===== src/rtl/cpu_pkg.sv =====
// Shared opcode constants, instruction-type classification and loader FSM encoding.
package cpu_pkg;

    localparam logic [3:0] OP_HALT = 4'b0000;
    localparam logic [3:0] OP_C1   = 4'b0001;
    localparam logic [3:0] OP_C2   = 4'b0010;
    localparam logic [3:0] OP_C4   = 4'b0100;
    localparam logic [3:0] OP_C5   = 4'b0101;
    localparam logic [3:0] OP_C6   = 4'b0110;
    localparam logic [3:0] OP_D7   = 4'b0111;
    localparam logic [3:0] OP_B10  = 4'b1010;
    localparam logic [3:0] OP_B11  = 4'b1011;
    localparam logic [3:0] OP_B12  = 4'b1100;
    localparam logic [3:0] OP_B13  = 4'b1101;
    localparam logic [3:0] OP_A15  = 4'b1111;

    typedef enum logic [2:0] {
        ITYPE_A,
        ITYPE_B,
        ITYPE_C,
        ITYPE_D,
        ITYPE_UNDEF
    } itype_e;

    typedef enum logic [1:0] {
        ST_IDLE,
        ST_RUN,
        ST_DONE
    } state_e;

    function automatic itype_e classify(input logic [3:0] op);
        case (op)
            OP_A15:                          return ITYPE_A;
            OP_B10, OP_B11, OP_B12, OP_B13:  return ITYPE_B;
            OP_C1, OP_C2, OP_C4, OP_C5, OP_C6: return ITYPE_C;
            OP_D7, OP_HALT:                  return ITYPE_D;
            default:                         return ITYPE_UNDEF;
        endcase
    endfunction

endpackage


===== src/rtl/instr_packer.sv =====
// Combinational instruction packer: builds the 16-bit memory word from opcode and fields.
module instr_packer
    import cpu_pkg::*;
(
    input  logic [3:0]  opcode,
    input  logic [3:0]  op1,
    input  logic [3:0]  op2,
    input  logic [3:0]  low,
    input  logic [11:0] imm,
    output logic [15:0] word,
    output itype_e      itype
);

    always_comb begin
        itype = classify(opcode);
        case (itype)
            ITYPE_A, ITYPE_B: word = {opcode, op1, op2, low};
            ITYPE_C:          word = {opcode, op1, imm[7:0]};
            // Undefined opcodes share the wide-constant layout.
            default:          word = {opcode, imm};
        endcase
    end

endmodule


===== src/rtl/program_loader.sv =====
// Streams instruction beats into instruction memory, one word per cycle, until halt or
// the last address. Optional LOADER_ILLEGAL_CHECK_EN rejects undefined opcodes.
module program_loader
    import cpu_pkg::*;
#(
    parameter int ADDR_W    = 8,
    parameter int BASE_ADDR = 0
) (
    input  logic              clk,
    input  logic              rst,
    input  logic              start,
    input  logic              in_valid,
    output logic              in_ready,
    input  logic [3:0]        in_opcode,
    input  logic [3:0]        in_op1,
    input  logic [3:0]        in_op2,
    input  logic [3:0]        in_low,
    input  logic [11:0]       in_const,
    output logic              imem_we,
    output logic [ADDR_W-1:0] imem_addr,
    output logic [15:0]       imem_wdata,
    output logic              busy,
    output logic              done,
    output logic              overflow,
    output logic              illegal,
    output logic [ADDR_W:0]   word_count
);

    localparam logic [ADDR_W-1:0] BASE = ADDR_W'(BASE_ADDR);
    localparam logic [ADDR_W-1:0] LAST = {ADDR_W{1'b1}};
`ifdef LOADER_ILLEGAL_CHECK_EN
    localparam bit CHECK_ILLEGAL = 1'b1;
`else
    localparam bit CHECK_ILLEGAL = 1'b0;
`endif

    state_e             state_q, state_d;
    logic               we_q, we_d;
    logic [ADDR_W-1:0]  addr_q, addr_d;
    logic [ADDR_W-1:0]  next_addr_q, next_addr_d;
    logic [15:0]        wdata_q, wdata_d;
    logic [ADDR_W:0]    count_q, count_d;
    logic               overflow_q, overflow_d;
    logic               illegal_q, illegal_d;
    logic               term_q, term_d;

    logic [15:0]        pk_word;
    itype_e             pk_type;
    logic               accept, reject, wr_take, is_halt, at_last, session_start;

    instr_packer u_packer (
        .opcode (in_opcode),
        .op1    (in_op1),
        .op2    (in_op2),
        .low    (in_low),
        .imm    (in_const),
        .word   (pk_word),
        .itype  (pk_type)
    );

    always_ff @(posedge clk) begin
        if (rst) begin
            state_q     <= ST_IDLE;
            we_q        <= 1'b0;
            addr_q      <= BASE;
            next_addr_q <= BASE;
            wdata_q     <= '0;
            count_q     <= '0;
            overflow_q  <= 1'b0;
            illegal_q   <= 1'b0;
            term_q      <= 1'b0;
        end else begin
            state_q     <= state_d;
            we_q        <= we_d;
            addr_q      <= addr_d;
            next_addr_q <= next_addr_d;
            wdata_q     <= wdata_d;
            count_q     <= count_d;
            overflow_q  <= overflow_d;
            illegal_q   <= illegal_d;
            term_q      <= term_d;
        end
    end

    always_comb begin
        state_d = state_q;
        case (state_q)
            ST_IDLE: if (start) state_d = ST_RUN;
            // The terminating word is on the write port this cycle.
            ST_RUN:  if (term_q) state_d = ST_DONE;
            ST_DONE: if (start) state_d = ST_RUN;
            default: state_d = ST_IDLE;
        endcase
    end

    always_comb begin
        busy     = (state_q == ST_RUN);
        done     = (state_q == ST_DONE);
        in_ready = (state_q == ST_RUN) && !term_q;
    end

    always_comb begin
        accept        = in_valid && in_ready;
        reject        = CHECK_ILLEGAL && (pk_type == ITYPE_UNDEF);
        wr_take       = accept && !reject;
        is_halt       = (in_opcode == OP_HALT);
        at_last       = (next_addr_q == LAST);
        session_start = start && (state_q != ST_RUN);

        we_d        = 1'b0;
        addr_d      = addr_q;
        next_addr_d = next_addr_q;
        wdata_d     = wdata_q;
        count_d     = count_q;
        overflow_d  = overflow_q;
        illegal_d   = illegal_q;
        term_d      = 1'b0;

        if (session_start) begin
            addr_d      = BASE;
            next_addr_d = BASE;
            count_d     = '0;
            overflow_d  = 1'b0;
            illegal_d   = 1'b0;
        end else if (wr_take) begin
            we_d        = 1'b1;
            wdata_d     = pk_word;
            addr_d      = next_addr_q;
            next_addr_d = next_addr_q + 1'b1;
            count_d     = count_q + 1'b1;
            term_d      = is_halt || at_last;
            if (at_last && !is_halt) overflow_d = 1'b1;
        end else if (accept) begin
            illegal_d = 1'b1;
        end
    end

    assign imem_we    = we_q;
    assign imem_addr  = addr_q;
    assign imem_wdata = wdata_q;
    assign word_count = count_q;
    assign overflow   = overflow_q;
    assign illegal    = CHECK_ILLEGAL && illegal_q;

endmodule


===== config.mk =====
export PLATFORM = sky130hd
export DESIGN_NAME = program_loader
export DESIGN_NICKNAME = d
export VERILOG_FILES = /design/src/rtl/cpu_pkg.sv /design/src/rtl/instr_packer.sv /design/src/rtl/program_loader.sv
export SDC_FILE = /design/constraint.sdc
export NUM_CORES = 1
export LEC_CHECK = 0
export CAP_MARGIN = 5
export CORE_MARGIN = 2
export CORE_UTILIZATION = 44
export CTS_CLUSTER_SIZE = 40
export DETAILED_ROUTE_END_ITERATION = 10
export PLACE_DENSITY = 0.77
export SLEW_MARGIN = 20
export SYNTH_ARGS = -nofsm -noshare
export SYNTH_HDL_FRONTEND = slang
export SYNTH_SLANG_ARGS = --single-unit
export TNS_END_PERCENT = 1

===== constraint.sdc =====
create_clock -name clk -period 2.1 [get_ports clk]
set_clock_uncertainty 0.15 [all_clocks]
set_input_delay 0.315 -clock clk [delete_from_list [all_inputs] [get_ports clk]]
set_output_delay 0.315 -clock clk [all_outputs]
set_load 0.02 [all_outputs]

==> impl_table.tex, run 1 <==
\begin{tabular}{lr}
\hline
Metric & Value \\
\hline
\multicolumn{2}{l}{\textbf{Finish}} \\
\quad Filler cell count in the final layout & 396 \\
\quad Final non-filler cell total & 356 \\
\quad Final core occ & 0.646 \\
\quad Register cell area after layout & 921 µm² \\
\quad Fraction of final layout cells sized beyond drive strength 1 & 0.0559 \\
\quad Layout-stage area growth over the synthesis result & 44.2\% \\
\quad Total Nets Final & 337 \\
\quad Antenna diodes & 0 \\
\quad Area of combinational cells with multiple inputs & 921 µm² \\
\multicolumn{2}{l}{\textbf{Clock network}} \\
\quad Number of buffers inserted by post-CTS setup repair & 0 \\
\quad Root Driver & clkbuf\_8 \\
\quad CTS HTree Levels & 2 \\
\quad Cells resized by post-CTS repair & 0 \\
\quad Clock slew at the register clock pins of the worst setup and hold paths & 0.08 ns \\
\quad Source-to-sink clock delay at the later pin of the worst-skew pair & 0.30 ns \\
\quad Buffer levels on the longest clock path & 2 \\
\quad CTS tree & done \\
\quad Hold\_buf cts & 0 \\
\quad CTS buffer count & 5 \\
\quad Clock net sink count & 46 \\
\multicolumn{2}{l}{\textbf{Yosys}} \\
\quad Cells after Synth & 234 \\
\quad Net count of the mapped netlist & 268 \\
\quad Number of library cell types mapped by synthesis & 35 \\
\quad Register bit total from synthesis & 46 \\
\quad Average instance area after synthesis & 8.22 µm² \\
\quad Area of the mapped netlist & 1920 µm² \\
\quad Sequential cell area fraction in the yosys report & 0.479 \\
\quad Warnings, synthesis & 0 \\
\multicolumn{2}{l}{\textbf{STA}} \\
\quad Min cycle time layout & 2.01 ns \\
\quad Final setup vio count & 0 \\
\quad Final critical-path share of the clock period & 0.957 \\
\quad Transition time at the pin with the least slew margin & 0.532 ns \\
\quad Sum Neg Setup Slack & 0 ns \\
\quad Final hold violation count & 0 \\
\quad Maximum clock frequency & 0.498 GHz \\
\quad Unrepaired setup endpoints after global routing & false \\
\quad Relative slew margins & 0.642 \\
\quad Max Slew Vio Count & 0 \\
\multicolumn{2}{l}{\textbf{GRT}} \\
\quad Global route total overflow & 0 \\
\quad Via count of the first global-routing pass & 1650 \\
\quad Pin count of the biggest net entering global routing & 29 \\
\quad First-pass GRT wire length & 7290 µm \\
\quad Antenna violations before repair & 0 \\
\quad Total routing resource utilization after global routing & 0.183 \\
\multicolumn{2}{l}{\textbf{Setup path}} \\
\quad Worst reg2reg startpoint & term\_q\$\_SDFF\_PP0\_ \\
\quad Worst reg2reg path depth & 4 \\
\quad Endpoint type of the worst setup path & primary output \\
\quad Launching element type of the critical path & flip-flop \\
\quad Worst flop-to-flop path endpoint & word\_count[7]\$\_SDFFE\_PP0P\_ \\
\quad Minimum setup slack among reg-to-reg paths & 0.53 ns \\
\quad Worst EP required & 1.63 ns \\
\quad CP Max Fanout & 5 \\
\quad CP arrival & 1.54 ns \\
\quad Class of the most critical setup path & flip-flop to primary output \\
\multicolumn{2}{l}{\textbf{Power}} \\
\quad Max VDD drop & 381 µV \\
\quad Leakage power of the design & 0.977 nW \\
\quad Overall power consumption & 1.74 mW \\
\quad Power density relative to cell area & 628 nW/µm² \\
\multicolumn{2}{l}{\textbf{Job}} \\
\quad Max-cap violations & 0 \\
\multicolumn{2}{l}{\textbf{Detailed routing}} \\
\quad DRC violation count after routing & 0 \\
\quad Total length of routed wires & 4460 µm \\
\quad Via-per-instance ratio & 5.15 \\
\quad Via count of the routed design & 1832 \\
\quad Initial DRT Pass Iterations & 4 \\
\quad Drt wl/cell & 12.5 µm \\
\quad Drt initial violations & 100 \\
\quad Post-detailed-route count of antenna-violating nets & 0 \\
\multicolumn{2}{l}{\textbf{Placement}} \\
\quad Placed wire-length estimate & 3210 µm \\
\quad Cell count after placement & 348 \\
\quad Port Buf Inserts & 69 \\
\quad Routability cong. & 0.741 \\
\multicolumn{2}{l}{\textbf{Die}} \\
\quad Site Rows & 24 \\
\quad Top Ports & 71 \\
\quad Starting density of the core & 0.448 \\
\quad Die outline height & 70.1 µm \\
\quad Core Region & 4290 µm² \\
\quad Width of the chip & 70.1 µm \\
\quad Die area & 4920 µm² \\
\multicolumn{2}{l}{\textbf{Min path}} \\
\quad Cells on Worst Hold Path & 2 \\
\quad Worst-case hold path end point & imem\_wdata[15]\$\_SDFFE\_PP0P\_ \\
\quad Startpoint of the most critical hold path & imem\_wdata[15]\$\_SDFFE\_PP0P\_ \\
\quad Worst min-delay path category & flip-flop to flip-flop \\
\multicolumn{2}{l}{\textbf{Status}} \\
\quad Run status & completed \\
\hline
\end{tabular}
-- cells in the mapped netlist --
cell       instances  area (µm²)
nand2b_1           1        6.26
o21ai_1            4        20.0
buf_2             11        55.1
a22oi_1            1        7.51
clkbuf_1           2        7.51
o31ai_1            1        7.51
ha_1               2        25.0
nand2_1           50         188
or2_1              1        6.26
or3b_1             1        8.76
o21ai_0            3        15.0
a311oi_1          12         105
a21o_1             1        7.51
a21oi_1           17        85.1
nand4bb_1          1        11.3
buf_1              1        3.75
a32oi_1            1        8.76
o22ai_1            1        6.26
nor2_1            30         113
nor3_1             3        15.0
xor2_1             8        70.1
nand3_1            6        30.0
conb_1             1        3.75
and3_1             5        31.3
nand3b_1           1        7.51
xnor2_1            4        35.0
buf_4              1        7.51
nor2b_1            2        12.5
inv_1              2        7.51
nand4_1            8        50.1
a21boi_1           1        7.51
a31oi_1            1        6.26
dfxtp_1           46         921
and4bb_2           1        12.5
or3_1              3        18.8
-- cell families after synthesis --
group | Yosys count | share of synthesized area
adders and majority gates | 2 | 0.0130
buffers and inverters | 17 | 0.0423
other | 1 | 0.00195
AOI/OAI and AO/OA | 43 | 0.144
and+or+nand+nor | 113 | 0.265
xor gates and xnor gates | 12 | 0.0547
DFF | 46 | 0.479
-- critical path, cell delays in order (launching register included) --
cell and delay (ns):
dfxtp_1 0.40, nand2b_1 0.13, nor2_1 0.11, clkdlybuf4s50_1 0.61
-- layout make-up --
cell class / count / area share
Multi-Input combinational cell: 171 / 0.332
Inverter: 2 / 0.00271
Clock buffer: 6 / 0.0298
Tap cell: 52 / 0.0235
Clock inverter: 2 / 0.00451
Timing Repair Buffer: 77 / 0.275
Sequential cell: 46 / 0.332
-- metrics by stage --
| stage | area (µm²) | setup WS (ns) | hold slack (ns) |
|---|---|---|---|
| floorplan | 1920 | 0.563 | 0.301 |
| global placement | 2680 | 0.119 | 0.296 |
| detailed placement | 2680 | 0.0724 | 0.297 |
| CTS | 2770 | 0.0863 | 0.308 |
| global route | 2770 | 0.00658 | 0.337 |
| finish | 2770 | 0.0902 | 0.305 |
-- layout by cell type (no fill, tap or decap), types with 2 or more instances in the layout --
| master | n |
|---|---|
| and3_1 | 5 |
| nor2_1 | 30 |
| nand4_1 | 8 |
| xnor2_1 | 4 |
| or3_1 | 3 |
| nand2_1 | 50 |
| nor2b_1 | 2 |
| o21ai_1 | 4 |
| xor2_1 | 8 |
| o21ai_0 | 3 |
| a311oi_1 | 12 |
| a21oi_1 | 17 |
| dfxtp_1 | 46 |
| clkbuf_8 | 6 |
| ha_1 | 2 |
| clkdlybuf4s50_1 | 69 |
| nand3_1 | 6 |
| nor3_1 | 3 |
| buf_4 | 7 |
| inv_1 | 2 |
-- how the worst max path moves through the flow --
stage / from / endpoint / slack, ns / cells past startpoint
2_1_floorplan: word_count[2]$_SDFFE_PP0P_ / word_count[7]$_SDFFE_PP0P_ / 0.56 / 4
6_report: state_q[0]$_SDFFE_PP0P_ / in_ready / 0.09 / 3
5_1_grt: state_q[1]$_SDFFE_PP0P_ / in_ready / 0.007 / 3
3_3_place_gp: in_opcode[1] / imem_wdata[8]$_SDFFE_PP0P_ / 0.12 / 5
4_1_cts: state_q[1]$_SDFFE_PP0P_ / in_ready / 0.09 / 3
3_5_place_dp: in_opcode[1] / imem_wdata[9]$_SDFFE_PP0P_ / 0.07 / 5
-- where the power goes --
group          switching (mW)  total [mW]  internal (mW)
combinational           0.133       0.270          0.137
sequential             0.0134       0.908          0.894
clock                   0.299       0.563          0.265
-- flip-flops by register name, summed over array words and instances, names as in the netlist --
| register | flops |
|---|---|
| overflow | 1 |
| imem_addr | 8 |
| imem_we | 1 |
| imem_wdata | 16 |
| state_q | 2 |
| term_q | 1 |
| word_count | 9 |
| next_addr_q | 8 |
-- per-layer routing --
layer | vias to the layer above | wire [µm] | GRT usage
met5 | - | 0 | 0
met4 | 0 | 74 | 0.0598
met3 | 7 | 216 | 0.0433
met2 | 51 | 2050 | 0.306
met1 | 831 | 2120 | 0.233
li1 | 943 | - | -
(Power assumes the default switching activity.)
==> inputs of run 2 (changes only) <==
--- a/config.mk
+++ b/config.mk
@@ -6,11 +6,11 @@
 export NUM_CORES = 1
 export LEC_CHECK = 0
 export CAP_MARGIN = 5
-export CORE_MARGIN = 2
 export CORE_UTILIZATION = 44
 export CTS_CLUSTER_SIZE = 40
 export DETAILED_ROUTE_END_ITERATION = 10
 export PLACE_DENSITY = 0.77
+export SKIP_LAST_GASP = 1
 export SLEW_MARGIN = 20
 export SYNTH_ARGS = -nofsm -noshare
 export SYNTH_HDL_FRONTEND = slang
==> run 2 against run 1 <==
  * Non-clock buffer count unchanged
  * First-iteration DRC count increased by 16%
  * Worst hold slack improved by 0.0011 ns
  * Final cell count decreased by 0.56%
  * Combinational power increased by 1%
  * Maximum frequency about the same
  * Clock power increased by 43%
  * Global-route usage increased by 1.8 points
  * Cell area increased by 2.2%
==> impl_table.tex, run 2 (synthesis gave the netlist of run 1 again) <==
\begin{tabular}{lr}
\hline
Metric & Value \\
\hline
\multicolumn{2}{l}{\textbf{Setup path}} \\
\quad Launching element type of the critical path & flip-flop \\
\quad Minimum setup slack among reg-to-reg paths & 0.54 ns (about the same) \\
\quad Worst reg2reg startpoint & term\_q\$\_SDFF\_PP0\_ \\
\quad Endpoint type of the worst setup path & primary output \\
\quad Worst flop-to-flop path endpoint & overflow\$\_SDFFE\_PP0P\_ \\
\quad Class of the most critical setup path & flip-flop to primary output \\
\quad Worst EP required & 1.63 ns (about the same) \\
\quad End of the critical path & in\_ready \\
\quad Start point of the critical path & state\_q[0]\$\_SDFFE\_PP0P\_ \\
\quad Worst reg2reg path depth & 5 (+1) \\
\quad CP Max Fanout & 5 (unchanged) \\
\quad CP arrival & 1.54 ns (about the same) \\
\multicolumn{2}{l}{\textbf{Detailed routing}} \\
\quad DRC violation count after routing & 0 (unchanged) \\
\quad Post-detailed-route count of antenna-violating nets & 0 (unchanged) \\
\quad Drt initial violations & 116 (+16\%) \\
\quad Total length of routed wires & 4610 µm (+3.2\%) \\
\quad Via count of the routed design & 1839 (+0.38\%) \\
\quad Initial DRT Pass Iterations & 4 (unchanged) \\
\quad Drt wl/cell & 13.0 µm (+3.8\%) \\
\quad Via-per-instance ratio & 5.19 (+0.95\%) \\
\multicolumn{2}{l}{\textbf{Clock network}} \\
\quad Buffer levels on the longest clock path & 2 (unchanged) \\
\quad Clock net sink count & 46 (unchanged) \\
\quad Clock slew at the register clock pins of the worst setup and hold paths & 0.08 ns (about the same) \\
\quad Number of buffers inserted by post-CTS setup repair & 0 (unchanged) \\
\quad Source-to-sink clock delay at the later pin of the worst-skew pair & 0.30 ns (about the same) \\
\quad CTS tree & done \\
\quad CTS buffer count & 5 (unchanged) \\
\quad Root Driver & clkbuf\_8 \\
\quad CTS HTree Levels & 2 (unchanged) \\
\multicolumn{2}{l}{\textbf{Placement}} \\
\quad Port Buf Inserts & 69 (unchanged) \\
\quad Placed wire-length estimate & 3250 µm (+1.3\%) \\
\quad Place WS & 0.0655 ns (-0.00690 ns) \\
\quad Cell count after placement & 346 (-0.57\%) \\
\quad Routability cong. & 0.743 (+0.18\%) \\
\multicolumn{2}{l}{\textbf{Min path}} \\
\quad Worst min-delay path category & flip-flop to flip-flop \\
\multicolumn{2}{l}{\textbf{STA}} \\
\quad Sum Neg Setup Slack & 0 ns (unchanged) \\
\quad Max Slew Vio Count & 0 (unchanged) \\
\quad Min cycle time layout & 2.01 ns (-0.000703 ns) \\
\quad Relative slew margins & 0.626 (-0.0168) \\
\quad Final setup vio count & 0 (unchanged) \\
\quad Maximum clock frequency & 0.498 GHz (about the same) \\
\quad Final critical-path share of the clock period & 0.957 (about the same) \\
\quad Transition time at the pin with the least slew margin & 0.557 ns (+0.0249 ns) \\
\quad Unrepaired setup endpoints after global routing & false \\
\quad Final hold violation count & 0 (unchanged) \\
\quad Worst setup margin & 0.0909 ns (+0.000703 ns) \\
\quad Fin Hold WS & 0.306 ns (+0.00108 ns) \\
\multicolumn{2}{l}{\textbf{Power}} \\
\quad Max VDD drop & 497 µV (+31\%) \\
\quad Power density relative to cell area & 701 nW/µm² (+12\%) \\
\quad Leakage power of the design & 1.02 nW (+4.4\%) \\
\quad Overall power consumption & 1.99 mW (+14\%) \\
\multicolumn{2}{l}{\textbf{Finish}} \\
\quad Most frequent cells in the layout & clkdlybuf4s50\_1, nand2\_1, dfxtp\_1, nor2\_1, a21oi\_1 \\
\quad Total Nets Final & 337 (unchanged) \\
\quad Most frequent standard cell in the layout excluding fill and tap cells & clkdlybuf4s50\_1 \\
\quad Final non-filler cell total & 354 (-0.56\%) \\
\quad Layout-stage area growth over the synthesis result & 47.3\% \\
\quad Fraction of final layout cells sized beyond drive strength 1 & 0.0559 (unchanged) \\
\quad Antenna diodes & 0 (unchanged) \\
\quad Flip-flop count of the largest register, all copies and words added & 16 (unchanged) \\
\multicolumn{2}{l}{\textbf{Die}} \\
\quad Starting density of the core & 0.471 (+0.0228) \\
\quad Die area & 4640 µm² (-5.6\%) \\
\quad Width of the chip & 68.1 µm (-2.9\%) \\
\quad Core Region & 4090 µm² (-4.8\%) \\
\quad Top Ports & 71 (unchanged) \\
\quad Site Rows & 23 (-4.2\%) \\
\quad Die outline height & 68.1 µm (-2.9\%) \\
\multicolumn{2}{l}{\textbf{Job}} \\
\quad Max-cap violations & 0 (unchanged) \\
\multicolumn{2}{l}{\textbf{Status}} \\
\quad Run status & completed \\
\multicolumn{2}{l}{\textbf{GRT}} \\
\quad Antenna violations before repair & 0 (unchanged) \\
\quad Total routing resource utilization after global routing & 0.201 (+0.0184) \\
\quad Via count of the first global-routing pass & 1510 (-8.5\%) \\
\quad Pin count of the biggest net entering global routing & 29 (unchanged) \\
\quad Global route total overflow & 0 (unchanged) \\
\quad First-pass GRT wire length & 6890 µm (-5.5\%) \\
\hline
\end{tabular}
run 2: cell types whose count changed in the layout (fill, tap and decap cells not counted):
cell             before  now
buf_12                1    2
clkinvlp_4            1    0
clkdlybuf4s50_1      69   68
dlymetal6s2s_1        0    1
bufinv_16             0    2
buf_4                 7    6
clkinv_2              1    0
run 2: final cells by class:
| cell class | count | area, µm² |
|---|---|---|
| clock buffers | 6 | 82.6 |
| clock inverters | 2 | 60.1 |
| fillers | 347 | 1250 |
| inverters | 2 | 7.51 |
| multi-input cells | 171 | 921 |
| flip-flops and latches | 46 | 921 |
| well taps | 50 | 62.6 |
| repair buffers | 77 | 778 |
run 2: what timing repair did:
action / in CTS / in global routing
setup endpoints to repair: 0 / 1
resized for setup: 0 / 1
hold buffers: 0 / 0
run 2: critical path, cell delays in order, from the launching register on:
cell and delay [ns]:
dfxtp_1 0.40, nand2b_1 0.14, nor2_1 0.10, clkdlybuf4s50_1 0.60
run 2: how the worst min path moves through the flow:
stage                              startpoint  depth (start not counted)                          end  slack (ns)
finish              imem_addr[5]$_SDFFE_PP0P_                          2    imem_addr[5]$_SDFFE_PP0P_        0.31
global route        imem_addr[1]$_SDFFE_PP0P_                          2    imem_addr[1]$_SDFFE_PP0P_        0.33
CTS                 imem_addr[5]$_SDFFE_PP0P_                          2    imem_addr[5]$_SDFFE_PP0P_        0.31
detailed placement  imem_addr[1]$_SDFFE_PP0P_                          2    imem_addr[1]$_SDFFE_PP0P_        0.30
global placement    imem_addr[5]$_SDFFE_PP0P_                          2    imem_addr[5]$_SDFFE_PP0P_        0.29
floorplan                        in_opcode[0]                          2  imem_wdata[12]$_SDFFE_PP0P_        0.30
run 2: where the power goes:
group / internal [mW] / leakage (nW) / switching [mW]
clock: 0.507 / 0.0714 / 0.297
sequential: 0.894 / 0.373 / 0.0142
combinational: 0.140 / 0.576 / 0.135
run 2: through the flow:
stage | cell area [µm²] | utilization
detailed placement | 2690 | 0.658
global route | 2830 | 0.693
finish | 2830 | 0.693
global placement | 2690 | 0.658
CTS | 2830 | 0.693
floorplan | 1920 | -
run 2: per-layer routing:
layer / global-route usage / vias up / routed length (µm)
met5: 0 / - / 0
met4: 0.0938 / 0 / 87
met3: 0.0350 / 8 / 193
met2: 0.330 / 44 / 2190
met1: 0.254 / 846 / 2140
li1: - / 941 / -
